==> src/rtl/csel_sub_and_unit.sv <==
// Registered ALU slice: carry-select ADD, two's-complement SUB with borrow, and bitwise AND.
// One request per clock; result and flags appear one cycle after valid_in is sampled.
module csel_sub_and_unit #(
   parameter int unsigned WIDTH = 32,
   parameter int unsigned BLOCK = 4
) (
   input  logic             clk,
   input  logic             rst_b,
   input  logic             valid_in,
   input  logic [1:0]       op,
   input  logic [WIDTH-1:0] a,
   input  logic [WIDTH-1:0] b,
   input  logic             cin,
   output logic [WIDTH-1:0] result,
   output logic             cout,
   output logic             borrow,
   output logic             overflow,
   output logic             valid_out
);

   localparam int unsigned NBLK = WIDTH / BLOCK;

   localparam logic [1:0] OP_ADD = 2'b00;
   localparam logic [1:0] OP_SUB = 2'b01;
   localparam logic [1:0] OP_AND = 2'b10;
   localparam logic [1:0] OP_RSV = 2'b11;

   if ((WIDTH % BLOCK) != 0 || WIDTH < 2 * BLOCK) begin : g_bad_param
      $error("csel_sub_and_unit: WIDTH must be a multiple of BLOCK and at least 2*BLOCK");
   end

   // Returns {carry_out, sum} of a BLOCK-bit ripple-carry add.
   function automatic logic [BLOCK:0] ripple(input logic [BLOCK-1:0] x,
                                             input logic [BLOCK-1:0] y,
                                             input logic             c);
      logic [BLOCK-1:0] s;
      logic             cy;
      s  = '0;
      cy = c;
      for (int i = 0; i < int'(BLOCK); i++) begin
         s[i] = x[i] ^ y[i] ^ cy;
         cy   = (x[i] & y[i]) | (cy & (x[i] ^ y[i]));
      end
      return {cy, s};
   endfunction

   logic             w_is_sub;
   logic [WIDTH-1:0] w_b_eff;
   logic             w_c_in;
   logic [WIDTH-1:0] w_sum;
   logic             w_sum_cout;
   logic             w_sum_ovf;

   // SUB reuses the adder as a + ~b + 1; cin only matters for ADD.
   assign w_is_sub = (op == OP_SUB);
   assign w_b_eff  = w_is_sub ? ~b : b;
   assign w_c_in   = w_is_sub ? 1'b1 : cin;

   // Block 0 ripples from the carry-in; higher blocks precompute both carry cases
   // and the running carry picks one.
   always_comb begin
      logic [BLOCK-1:0] w_a_blk;
      logic [BLOCK-1:0] w_b_blk;
      logic [BLOCK:0]   w_r0;
      logic [BLOCK:0]   w_r1;
      logic [BLOCK:0]   w_sel;
      logic             w_c;
      w_sum   = '0;
      w_a_blk = '0;
      w_b_blk = '0;
      w_r0    = '0;
      w_r1    = '0;
      w_sel   = '0;
      w_c     = w_c_in;
      for (int k = 0; k < int'(NBLK); k++) begin
         w_a_blk = a[k*BLOCK +: BLOCK];
         w_b_blk = w_b_eff[k*BLOCK +: BLOCK];
         if (k == 0) begin
            w_r0 = ripple(w_a_blk, w_b_blk, w_c);
            w_r1 = w_r0;
         end else begin
            w_r0 = ripple(w_a_blk, w_b_blk, 1'b0);
            w_r1 = ripple(w_a_blk, w_b_blk, 1'b1);
         end
         w_sel                     = w_c ? w_r1 : w_r0;
         w_sum[k*BLOCK +: BLOCK]   = w_sel[BLOCK-1:0];
         w_c                       = w_sel[BLOCK];
      end
      w_sum_cout = w_c;
   end

   // With b already inverted for SUB, one formula covers both signed-overflow rules.
   assign w_sum_ovf = (a[WIDTH-1] == w_b_eff[WIDTH-1]) && (w_sum[WIDTH-1] != a[WIDTH-1]);

   logic [WIDTH-1:0] w_result;
   logic             w_cout;
   logic             w_borrow;
   logic             w_overflow;

   always_comb begin
      w_result   = '0;
      w_cout     = 1'b0;
      w_borrow   = 1'b0;
      w_overflow = 1'b0;
      unique case (op)
         OP_ADD: begin
            w_result   = w_sum;
            w_cout     = w_sum_cout;
            w_overflow = w_sum_ovf;
         end
         OP_SUB: begin
            w_result   = w_sum;
            w_borrow   = ~w_sum_cout;
            w_overflow = w_sum_ovf;
         end
         OP_AND: begin
            w_result = a & b;
         end
         OP_RSV: begin
            w_result = '0;
         end
      endcase
   end

   logic [WIDTH-1:0] r_result;
   logic             r_cout;
   logic             r_borrow;
   logic             r_overflow;
   logic             r_valid;

   always_ff @(posedge clk or negedge rst_b) begin
      if (!rst_b) begin
         r_result   <= '0;
         r_cout     <= 1'b0;
         r_borrow   <= 1'b0;
         r_overflow <= 1'b0;
         r_valid    <= 1'b0;
      end else begin
         r_valid <= valid_in;
         if (valid_in) begin
            r_result   <= w_result;
            r_cout     <= w_cout;
            r_borrow   <= w_borrow;
            r_overflow <= w_overflow;
         end
      end
   end

   assign result    = r_result;
   assign cout      = r_cout;
   assign borrow    = r_borrow;
   assign overflow  = r_overflow;
   assign valid_out = r_valid;

endmodule

==> config.mk <==
export PLATFORM = sky130hd
export DESIGN_NAME = csel_sub_and_unit
export DESIGN_NICKNAME = d
export VERILOG_FILES = /design/src/rtl/csel_sub_and_unit.sv
export SDC_FILE = /design/constraint.sdc
export NUM_CORES = 1
export LEC_CHECK = 0
export ABC_CLOCK_PERIOD_IN_PS = 900
export CAP_MARGIN = 0
export CORE_UTILIZATION = 30
export CTS_CLUSTER_SIZE = 25
export DETAILED_ROUTE_END_ITERATION = 8
export GPL_ROUTABILITY_DRIVEN = 0
export GPL_TIMING_DRIVEN = 0
export HOLD_SLACK_MARGIN = 0.05
export SYNTH_ARGS = -nofsm -noshare
export SYNTH_HDL_FRONTEND = slang
export SYNTH_SLANG_ARGS = --single-unit
==> constraint.sdc <==
create_clock -name clk -period 0.9 [get_ports clk]
set_input_delay 0.09 -clock clk [delete_from_list [all_inputs] [get_ports clk]]
set_output_delay 0.09 -clock clk [all_outputs]
set_load 0.02 [all_outputs]
# == Word-level counts from Yosys, hierarchy flattened ==
# Index checks and enable logic that the tools add are counted.
# word_totals
in_bits,70
word_cells,245
reg_bits,36
output_inout_bits,36
# classes
n_bitwise,219
eq_ne,5
muxes,13
n_reduce_logical,3
# op_table
cell,count
case mux 32 bit (3 select lines),1
bitwise AND 1 bit,78
bitwise XOR 1 bit,78
OR 1 bit,53
two-way mux 5 bit,7
bitwise AND 32 bit,1
two-way mux 32 bit,1
NOT 32 bit,1
NOT 1 bit,8
equality test 2 bit (second input constant),2
two-way mux 1 bit,4
equality test 2 x 1 -> 1 bit (second input constant),1
zero test 2 bit,1
OR reduction 2 bit,1
equality test 1 bit,1
logical AND 1 bit,1
!= test 1 bit,1

# == Depth between registers and ports, before layout ==
# depth
depth_word,21
mapped_depth,48
depth_no_buf,45

# == Worst setup path before layout ==
# OpenSTA, ideal clock, no wires.
# synth_timing
path_kind,input-to-reg
start,input op[0]
end,register r_overflow (netlist: overflow)
path_stages,48
n_path_buf,3
required_time_ns,0.775
t_arrival_ns,10.791
slack_ns,-10.016
setup_time_ns,0.125
path_cell_list,buf_6 -> and2b_1 -> buf_6 -> buf_6 -> xnor2_1 -> fa_1 -> fa_1 -> fa_1 -> inv_1 -> fa_1 -> mux2i_1 -> fa_1 -> fa_1 -> inv_1 -> fa_1 -> mux2i_1 -> fa_1 -> fa_1 -> [12 not listed] -> mux2i_1 -> fa_1 -> fa_1 -> inv_1 -> fa_1 -> mux2i_1 -> fa_1 -> fa_1 -> inv_1 -> fa_1 -> mux2i_1 -> fa_1 -> inv_1 -> fa_1 -> fa_1 -> xor2_1 -> nor3_1 -> mux2_2
# synth_between
elab_chain_len,21
elab_cells_between_ends,176
cone_classes,eq/ne (3); mux (10); bitwise (160); reduce/logical (3)
# synth_rtl
element,line,source
from (decl),10,"input logic [1:0] op,"
equality test 2 x 1 -> 1 bit,"55, 105",
two-way mux 32 bit,56,assign w_b_eff = w_is_sub ? ~b : b;
bitwise XOR 1 bit,-,
bitwise AND 1 bit,42,cy = (x[i] & y[i]) | (cy & (x[i] ^ y[i]));
OR 1 bit,42,
bitwise AND 1 bit,42,
OR 1 bit,42,
bitwise AND 1 bit,42,
OR 1 bit,42,
bitwise AND 1 bit,42,
OR 1 bit,42,
two-way mux 5 bit (7 in series),85,w_sel = w_c ? w_r1 : w_r0;
!= test 1 bit,93,assign w_sum_ovf = (a[WIDTH-1] == w_b_eff[WIDTH-1]) && (w_sum[WIDTH-1] != a[WIDTH-1]);
logical AND 1 bit,93,
two-way mux 1 bit *,105,unique case (op)
to (signal assigned),144,r_overflow <= w_overflow;
to (decl),128,logic r_overflow;
# Every way passes the cells marked *; elsewhere a longest branch is shown, timed or not.
# A chain may end at the register's enable or synchronous reset.

# == Worst setup path in the final report ==
# Ends and elaborated chain as after synthesis.

==> flow_metrics.tcl <==
set metrics [dict create \
    violations "setup timing" \
    synth_compound_area_share_pct 10.2 \
    relSlewSlack_pct 43.0 \
    syn-mean-instance-area_um2 9.77 \
    period_minus_slack_ns 10.69 \
    fin_ws_ns -9.79 \
    yosysTopAreaCellShare_pct 28.8 \
    grt_max_degree 22 \
    drv_slew 0 \
    cts_max_level 2 \
    cp-end-kind "flop" \
    stdcell_count 621 \
    yosys.area_share.adder_pct 22.0 \
    clk_pin_slew_ns 0.08 \
    fin_skew_ns 0 \
    yosysMostFrequentCell "inv_1" \
    slowest_stage "fa_1" \
    layout.nets 597 \
    seqCellArea_um2 901 \
    synth_edf_count 0 \
    crit_type "primary input to flop" \
    hp-class "primary input to flop" \
    final.period_utilization_pct 1190 \
    cp-start-kind "primary input" \
    grt_pass1_wl_mm 15.8 \
    status "finished with violations" \
    routedWlPerCell_um 16.1 \
    dp_hpwl_mm 6.98 \
    synth-seq-cells 36 \
    yosysTopAreaCell "dfrtp_1" \
    whs_ns 0.267 \
    yosysWarningCount 0 \
    clockRootBuffer "clkbuf_8" \
    p_per_area_nw_per_um2 1420 \
    core-area_um2 9950 \
    place_inst 558 \
    cap_violations 0 \
    crit_top_cell "fa_2" \
    drc_errors 0 \
    ir_drop_v 0.000617 \
    die_h_um 104 \
    arrival_ns 10.87 \
    synthSimpleGateAreaFrac_pct 13.1 \
    synth_top_family_by_area "adder cells" \
    numCtsBuffers 5 \
    grt-ovfl-total 0 \
    cp.required_ns 1.07 \
    synthTopCellsByCount "inv_1 (45), dfrtp_1 (36), fa_1 (25), nor2_1 (25), xor2_1 (20)" \
    async_flop_share_pct 100 \
    path_max_fanout 3 \
    rsz0062_at_grt "yes" \
    multi_input_area_um2 2050 \
    postRouteAntennaNets 0 \
    gr-usage-all-layers_pct 18.9 \
    row_count 36 \
    syn_nets 430 \
    worst_path_largest_cell_delay_ns 0.53 \
    via_count 2890 \
    cts_tree "yes" \
    antenna_found_initial 0 \
    synth.yosys.seq_area_share_pct 28.8 \
    synth-main-ff-cell "dfrtp_1" \
    port_buffers 104 \
    syn_area_um2 3130 \
    viasPerCell 4.65 \
    clockBufferDepth 2 \
    grt_pass1_vias 3100 \
    boundaryPins 106 \
    fp.dieArea_um2 10800 \
    antenna_cells 0 \
    synth_cells 320 \
    drtIter0Drc 85 \
    areaGrowthSynthToFinish_pct 67.1 \
    setup_viol 68 \
    synth_mux_area_share_pct 2.96 \
    n_fill_cell 916 \
    clk_latency_ns 0.28 \
    initial_core_util_pct 31.4 \
    fin_total_pwr_uw 7440 \
    fp.dieW_um 104 \
    drive_above_1_share_pct 36.9 \
    synth_cell_types 32 \
    final-hold-violation-count 0 \
    dr.pass1.iters 4 \
    worst_slew_pin_slew_ns 0.855 \
    max_freq_mhz 93.5 \
    clock_sink_count 36 \
    yosys-top-cells-area "dfrtp_1 (29%), fa_1 (16%), ha_1 (6.0%)" \
    synth-xor-area-share_pct 12.2 \
    leakagePower_uw 0.00234 \
    totalWireLength_mm 10.0 \
]
-- power by group --
part | internal [uW] | switching, uW | leakage, uW | total [uW]
Clock | 824 | 638 | 0.0000552 | 1460
Sequential | 1880 | 202 | 0.000436 | 2080
Combinational | 2200 | 1700 | 0.00185 | 3900
Total | 4900 | 2540 | 0.00234 | 7440
-- metal layers --
metal | wire length, um | vias up | GRT usage [%]
li1 | - | 1371 | -
met2 | 5220 | 80 | 33.5
met5 | 0 | - | 0
met3 | 383 | 14 | 3.38
met4 | 165 | 0 | 4.49
met1 | 4230 | 1425 | 23.9
-- worst max-delay path: cells and delay by family --
family,cells,cell delay (ns)
multiplexers,8,1.77
buffers and inverters,10,0.65
adder cells (fa/ha/maj),25,7.77
AND/OR/NAND/NOR,2,0.30
XOR/XNOR,2,0.28
-- registers in the layout, indices dropped and copies added, names as in the netlist --
signal     cells
cout           1
borrow         1
valid_out      1
result        32
overflow       1
-- cell type report --
class                   instances  area share, %
flip-flops and latches         36           17.2
plain buffers                  19           3.21
repair buffers                161           31.4
well taps                     133           3.19
inverters                      49           3.57
clock inverters                 2          0.671
clock buffers                   6           1.39
multi-input cells             215           39.3
-- cells by family (layout without fill, tap and decap cells) --
family,Yosys count,count (layout)
AOI/OAI and AO/OA,52,52
buffers and inverters,69,237
adders and majority gates,40,40
xor gates and xnor gates,40,40
muxes,9,9
DFF,36,36
and+or+nand+nor,74,74
-- final timing paths --
kind | startpoint | end | slack [ns] | cells past startpoint
max | op[0] | overflow | -9.79 | 47
min | valid_in | valid_out | 0.27 | 1
max reg2reg | result[20] | result[20] | 0.01 | 3
min reg2reg | result[5] | result[5] | 0.52 | 2
max in group asynchronous | rst_b | overflow | 0.13 | 3
min in group asynchronous | rst_b | result[22] | 0.29 | 2
-- stage by stage --
stage	utilization, %	setup slack [ns]	instance area [um2]	TNS, ns
after floorplan	-	-9.63	3220	-185.78
final	52.5	-9.79	5220	-188.58
after detailed placement	44.7	-10.92	4450	-223.90
after global routing	52.5	-10.10	5220	-195.50
after CTS	51.3	-9.89	5110	-190.57
after global placement	44.5	-10.94	4430	-270.45
-- layout by cell type, fill, tap and decap left out, drive strengths merged, types with 15 or more instances in the layout --
cell type / synthesis / final
ha: 15 / 15
dfrtp: 36 / 36
clkdlybuf4s50: 0 / 65
nor2: 25 / 25
buf: 15 / 107
xor2: 24 / 24
inv: 49 / 49
o21ai: 18 / 18
xnor2: 16 / 16
fa: 25 / 25
-- timing repair --
item / in CTS / in global routing
endpoints found under the hold margin: 15 / 0
gates resized for setup: 260 / 16
hold buffers: 1 / 0
buffers inserted: 46 / 9
pin swaps: 19 / 10
endpoints found under the setup margin: 71 / 71
Power figures use the tool's default switching activity.
